<file path="config.mk">
export PLATFORM = sky130hd
export DESIGN_NAME = axis_pattern_master_flat
export DESIGN_NICKNAME = d
export VERILOG_FILES = /design/src/rtl/axis_pattern_master_if.sv /design/src/rtl/axis_pattern_master.sv /design/src/flat_wrapper.sv
export SDC_FILE = /design/constraint.sdc
export NUM_CORES = 1
export LEC_CHECK = 0
export CORE_MARGIN = 1
export CORE_UTILIZATION = 37
export DETAILED_ROUTE_END_ITERATION = 12
export GPL_TIMING_DRIVEN = 0
export PLACE_DENSITY_LB_ADDON = 0.05
export SLEW_MARGIN = 20
export SYNTH_ARGS = -nofsm -noshare
export SYNTH_HDL_FRONTEND = slang
export SYNTH_SLANG_ARGS = --single-unit
</file>
<file path="constraint.sdc">
create_clock -name aclk -period 6.6 [get_ports aclk]
set_clock_uncertainty 0.15 [all_clocks]
set_input_delay 1.32 -clock aclk [delete_from_list [all_inputs] [get_ports aclk]]
set_output_delay 1.32 -clock aclk [all_outputs]
set_load 0.005 [all_outputs]
</file>
<file path="src/rtl/axis_pattern_master_if.sv">
// axis_pattern_master_if
//   The tvalid/tready/tdata stream between the pattern master and a stream
//   slave.
//   Ports (modport master): tvalid out, tdata out, tready in.
//   Ports (modport slave):  tvalid in,  tdata in,  tready out.
interface axis_pattern_master_if #(
    parameter int DATA_WIDTH = 8
);
    logic                  tvalid;
    logic                  tready;
    logic [DATA_WIDTH-1:0] tdata;

    modport master (output tvalid, output tdata, input tready);
    modport slave  (input tvalid, input tdata, output tready);
endinterface

</file>
<file path="src/rtl/axis_pattern_master.sv">
// axis_pattern_master
//   AXI4-Stream pattern master. Each start command in IDLE sends `len` beats
//   of incrementing data from `seed`. It inserts `gap` idle cycles after each
//   accepted beat except the last, and pulses `done` when the burst is
//   finished. A start with len=0 produces only a done pulse.
//   Ports:
//     aclk, areset      clock, synchronous active-high reset
//     start/len/seed/gap command, sampled only in IDLE
//     busy              burst in progress (excludes the done cycle)
//     done              single-cycle completion pulse
//     stall_cnt[15:0]   saturating count of tvalid & !tready cycles
//                       (present only with AXIS_PATTERN_MASTER_STALL_CNT_EN)
//     m_axis            stream master (tvalid, tready, tdata)
//   Every output is driven from a flop. tvalid and busy are registered from
//   the next-state decode, so no path runs combinationally from an input
//   to an output.
module axis_pattern_master #(
    parameter int DATA_WIDTH = 8,
    parameter int LEN_WIDTH  = 16,
    parameter int GAP_WIDTH  = 4
) (
    input  logic                  aclk,
    input  logic                  areset,
    input  logic                  start,
    input  logic [LEN_WIDTH-1:0]  len,
    input  logic [DATA_WIDTH-1:0] seed,
    input  logic [GAP_WIDTH-1:0]  gap,
    output logic                  busy,
    output logic                  done,
`ifdef AXIS_PATTERN_MASTER_STALL_CNT_EN
    output logic [15:0]           stall_cnt,
`endif
    axis_pattern_master_if.master m_axis
);

    typedef enum logic [1:0] {IDLE, SEND, GAP} state_t;

    state_t                state_q, state_d;
    logic [LEN_WIDTH-1:0]  rem_q, rem_d;
    logic [DATA_WIDTH-1:0] data_q, data_d;
    logic [GAP_WIDTH-1:0]  gap_len_q, gap_len_d;
    logic [GAP_WIDTH-1:0]  gap_cnt_q, gap_cnt_d;
    logic                  tvalid_q, busy_q, done_q, done_d;
    logic                  hs;

    assign hs            = tvalid_q & m_axis.tready;
    assign m_axis.tvalid = tvalid_q;
    assign m_axis.tdata  = data_q;
    assign busy          = busy_q;
    assign done          = done_q;

    always_comb begin
        state_d   = state_q;
        rem_d     = rem_q;
        data_d    = data_q;
        gap_len_d = gap_len_q;
        gap_cnt_d = gap_cnt_q;
        done_d    = 1'b0;
        case (state_q)
            IDLE: begin
                if (start) begin
                    if (len != '0) begin
                        rem_d     = len;
                        data_d    = seed;
                        gap_len_d = gap;
                        state_d   = SEND;
                    end else begin
                        done_d = 1'b1;
                    end
                end
            end
            SEND: begin
                if (hs) begin
                    if (rem_q == LEN_WIDTH'(1)) begin
                        state_d = IDLE;
                        done_d  = 1'b1;
                    end else begin
                        rem_d  = rem_q - LEN_WIDTH'(1);
                        data_d = data_q + DATA_WIDTH'(1);
                        if (gap_len_q != '0) begin
                            state_d   = GAP;
                            gap_cnt_d = gap_len_q;
                        end
                    end
                end
            end
            GAP: begin
                gap_cnt_d = gap_cnt_q - GAP_WIDTH'(1);
                // A count of 0 cannot occur here. The <= comparison
                // guarantees that GAP always exits.
                if (gap_cnt_q <= GAP_WIDTH'(1)) state_d = SEND;
            end
            default: state_d = IDLE;
        endcase
    end

    always_ff @(posedge aclk) begin
        if (areset) begin
            state_q   <= IDLE;
            rem_q     <= '0;
            data_q    <= '0;
            gap_len_q <= '0;
            gap_cnt_q <= '0;
            tvalid_q  <= 1'b0;
            busy_q    <= 1'b0;
            done_q    <= 1'b0;
        end else begin
            state_q   <= state_d;
            rem_q     <= rem_d;
            data_q    <= data_d;
            gap_len_q <= gap_len_d;
            gap_cnt_q <= gap_cnt_d;
            tvalid_q  <= (state_d == SEND);
            busy_q    <= (state_d != IDLE);
            done_q    <= done_d;
        end
    end

`ifdef AXIS_PATTERN_MASTER_STALL_CNT_EN
    // Any start taken in IDLE clears the counter, including a len=0 start.
    always_ff @(posedge aclk) begin
        if (areset) begin
            stall_cnt <= '0;
        end else if (state_q == IDLE && start) begin
            stall_cnt <= '0;
        end else if (tvalid_q && !m_axis.tready && stall_cnt != 16'hFFFF) begin
            stall_cnt <= stall_cnt + 16'd1;
        end
    end
`endif

endmodule

</file>
<file path="src/flat_wrapper.sv">
// flat-port wrapper written by rule: the top's interface ports become plain ports
module axis_pattern_master_flat 
#(
    parameter int DATA_WIDTH = 8,
    parameter int LEN_WIDTH  = 16,
    parameter int GAP_WIDTH  = 4
)
  (aclk, areset, start, len, seed, gap, busy, done, m_axis_tvalid, m_axis_tdata, m_axis_tready);
  axis_pattern_master_if #(.DATA_WIDTH(DATA_WIDTH)) m_axis_i ();
  input  logic aclk;
  input  logic areset;
  input  logic start;
  input  logic [LEN_WIDTH-1:0] len;
  input  logic [DATA_WIDTH-1:0] seed;
  input  logic [GAP_WIDTH-1:0] gap;
  output logic busy;
  output logic done;
  output wire logic [$bits(m_axis_i.tvalid)-1:0] m_axis_tvalid;
  output wire logic [$bits(m_axis_i.tdata)-1:0] m_axis_tdata;
  input wire logic [$bits(m_axis_i.tready)-1:0] m_axis_tready;
  assign m_axis_tvalid = m_axis_i.tvalid;
  assign m_axis_tdata = m_axis_i.tdata;
  assign m_axis_i.tready = m_axis_tready;
  axis_pattern_master #(.DATA_WIDTH(DATA_WIDTH), .LEN_WIDTH(LEN_WIDTH), .GAP_WIDTH(GAP_WIDTH)) u_core (.aclk(aclk), .areset(areset), .start(start), .len(len), .seed(seed), .gap(gap), .busy(busy), .done(done), .m_axis(m_axis_i));
endmodule
</file>
==> results of run 1 <==
power groups by stage:
stage	registers [mW]	logic [mW]	clock network [mW]
finish	0.263	0.191	0.238
global placement	0.267	0.189	0
detailed placement	0.268	0.188	0
floorplan	0.263	0.122	0
CTS	0.263	0.190	0.242
global route	0.266	0.211	0.252
kinds of logic after synthesis:
| group | after synthesis | synth area share |
|---|---|---|
| adders and majority gates | 5 | 0.02773 |
| xor gates and xnor gates | 7 | 0.02718 |
| AOI/OAI and AO/OA | 85 | 0.2624 |
| DFF | 37 | 0.3283 |
| and+or+nand+nor | 123 | 0.2840 |
| muxes | 4 | 0.01830 |
| buffers and inverters | 29 | 0.05213 |
layer usage:
metal,track usage,vias to the layer above
met5,0,-
met4,0.05714,0
met3,0.03977,8
met2,0.3966,85
met1,0.3299,1143
li1,-,1183
worst max-delay path by stage:
stage / start / end / cells after the start
2_1_floorplan: start / u_core.rem_q[2] / 7
3_3_place_gp: len[1] / u_core.rem_q[9] / 8
3_5_place_dp: len[1] / u_core.rem_q[8] / 8
4_1_cts: len[1] / u_core.rem_q[8] / 8
5_1_grt: len[1] / u_core.rem_q[8] / 8
6_report: len[1] / u_core.m_axis.tdata[7] / 8
layout by cell type (no fill, tap or decap), types with 4 or more instances in the layout:
master	count
a31oi_1	7
nor2_1	15
dfxtp_1	37
nand3_1	13
nor3_1	17
o22ai_1	5
a32o_1	5
nor2b_1	5
o31ai_1	4
ha_1	5
a21oi_1	29
or4_1	4
buf_2	4
inv_1	9
clkdlybuf4s50_1	42
nand2_1	38
clkbuf_8	5
xnor2_1	5
o21ai_0	11
nor4_1	8
clkbuf_1	14
stage by stage:
stage / util / cells / instance area (um2)
4_1_cts: 0.4934 / 415 / 2904
3_5_place_dp: 0.4707 / 407 / 2770
6_report: 0.4934 / 415 / 2904
2_1_floorplan: - / 290 / 2256
5_1_grt: 0.4934 / 415 / 2904
3_3_place_gp: 0.4707 / 407 / 2770
layout make-up:
| cell class | count | share of cell area |
|---|---|---|
| buffer | 20 | 0.02887 |
| clock buffer | 5 | 0.02370 |
| clock inverter | 3 | 0.02240 |
| inverter | 9 | 0.01163 |
| multi-input combinational | 224 | 0.4813 |
| sequential | 37 | 0.2551 |
| tap | 75 | 0.03231 |
| timing repair buffer | 42 | 0.1448 |
worst reg2reg max path, delay by kind of cell, from the launching register on:
| kind | cells | cell delay (ns) |
|---|---|---|
| AO/OA/AOI/OAI | 2 | 0.31 |
| buffers and inverters | 3 | 0.68 |
| flip-flops | 1 | 0.37 |
| AND/OR/NAND/NOR | 2 | 1.14 |
sequential cells by signal (all words and copies together), names as in the netlist:
| name | flops |
|---|---|
| u_core.busy | 1 |
| u_core.done | 1 |
| u_core.gap_cnt_q | 4 |
| u_core.gap_len_q | 4 |
| u_core.m_axis.tdata | 8 |
| u_core.m_axis.tvalid | 1 |
| u_core.rem_q | 16 |
| u_core.state_q | 2 |
==> flow_summary.json, run 1 <==
{
  "topRoutingLayerUsed": "met4",
  "timing.rr.end": "u_core.rem_q[2]",
  "cts.repair.resized": 0,
  "fmax_mhz": 250.6,
  "pre_cts_slack_ns": 2.332,
  "io_pins": 43,
  "cap_viol_max_count": 0,
  "grt_antenna_before_repair": 0,
  "finalCriticalPeriod_ns": 3.990,
  "synth_top_flop_cell": "dfxtp_1",
  "worstHoldPathCells": 2,
  "fin_crit_sh": 0.6046,
  "die_height_um": 80.09,
  "tightest_slew_ns": 1.041,
  "drive_gt1_frac": 0.06471,
  "wl_met2_um": 3346,
  "place.detailed.hpwl_um": 5195,
  "synth_cell_types": 52,
  "drcViolationCount": 0,
  "clk-insertion-delay-late_ns": 0.29,
  "ys_top_cells_by_area": "dfxtp_1, a21oi_1, nand2_1, nor3_1, nand3_1",
  "drt_iter0_drc": 167,
  "setup_viol": 0,
  "reg2reg_setup_slack_ns": 3.84,
  "ff2ff_path_depth": 7,
  "hold_buffers": 0,
  "synth_commonest_cells": "nand2_1, dfxtp_1, a21oi_1",
  "required_ns": 6.68,
  "timing.rr.start": "u_core.state_q[1]",
  "clock_sinks": 37,
  "cts_made_buffers": 5,
  "cts_tree": "done",
  "cts_max_level": 2,
  "coreArea_um2": 5886,
  "yosysWarnings": 0,
  "regArea_um2": 740.7,
  "yosysSeqAreaShare": 0.3283,
  "yosys.area.top_type": "dfxtp_1",
  "overflow": 0,
  "pwr-share-seq": 0.380,
  "synth.most_common_cell": "nand2_1",
  "fin_ws_ns": 2.610,
  "antenna_cells": 0,
  "cp_slowest_cell": "nor4_1",
  "wirelength_um": 7205,
  "synthDominantCellAreaShare": 0.3283,
  "synth-seq-cells": 37,
  "syn-cell-area_um2": 2256,
  "worstHoldEndpoint": "u_core.gap_len_q[0]",
  "hold_start": "u_core.gap_len_q[0]",
  "async_reset_ff_frac": 0,
  "grt_pass1_vias": 2323,
  "crit_chain": "clkdlybuf4s50_1, nor4_1, nand4_1, nand2_1, clkbuf_1, clkbuf_1, nand3_1, a21oi_1",
  "ctsLongestPathBuffers": 2,
  "area_delta_synth_final_pct": 28.73,
  "combPwrFrac": 0.276,
  "via_per_inst": 5.829,
  "clockRootBuffer": "clkbuf_8",
  "start_util": 0.3833,
  "vdd_drop_max_mv": 0.1174,
  "crit_family": "buffers and inverters",
  "hold_violations": 0,
  "finalPower_mw": 0.6917,
  "power.leakage_nw": 1.051,
  "met3WireLength_um": 368,
  "first_pass_iters": 5,
  "gp_congestion": 0.8604,
  "multi_input_area_um2": 1398,
  "path_class": "primary input to flop",
  "grt_max_degree": 13,
  "rows": 28,
  "drtAntennaViolNets": 0,
  "setup.worst_path.start_class": "primary input",
  "rsz0062_at_grt": "no",
  "internal_power_mw": 0.4787,
  "drt-met1-wl_um": 3428,
  "slew_violations": 0,
  "outcome": "completed",
  "wl_per_cell_um": 17.36,
  "relSlewSlack": 0.3042,
  "num-fill-cells": 605,
  "cp-end-kind": "flop",
  "min_path_type": "flop to flop",
  "synth_cells": 290,
  "grt_pass1_wl_um": 11670,
  "synth_edf_count": 0,
  "grt_use_total": 0.2420,
  "clock_power_share": 0.344,
  "syn_avg_cell_area_um2": 7.779,
  "crit_buf_inv": 3,
  "synth_fp_nets": 327,
  "setup-tns-final_ns": 0,
  "clkTransAtPathRegs_ns": 0.08,
  "vias": 2419,
  "power_density_nw_per_um2": 238.2,
  "design.die.area_um2": 6414,
  "final_nets": 376,
  "p_sw_frac": 0.3079,
  "worstPathMaxFanout": 10,
  "holdWs_ns": 0.3264,
  "io_buffers": 42,
  "slowest_delay_ns": 0.49,
  "cts_setup_buffers": 0,
  "path_common_cell": "clkbuf_1",
  "switchingPower_mw": 0.2130,
  "fp.dieW_um": 80.09,
  "arrival_ns": 4.07
}
Power figures use the tool's default switching activity.
==> run 2: changes to the inputs <==
==> constraint.sdc (replaced) <==
create_clock -name aclk -period 4.09 [get_ports aclk]
set_clock_uncertainty 0.15 [all_clocks]
set_input_delay 0.818 -clock aclk [delete_from_list [all_inputs] [get_ports aclk]]
set_output_delay 0.818 -clock aclk [all_outputs]
set_load 0.005 [all_outputs]
==> results of run 2 <==
The final DEF is identical to that of run 1. Status: completed.
Among the figures that moved: setup slack after placement 2.332 ns -> 0.3241 ns; setup slack after layout 2.610 ns -> 0.6017 ns; register-to-register setup slack 3.84 ns -> 1.33 ns; total power 0.6917 mW -> 1.116 mW; worst IR drop on VDD 0.1174 mV -> 0.1894 mV
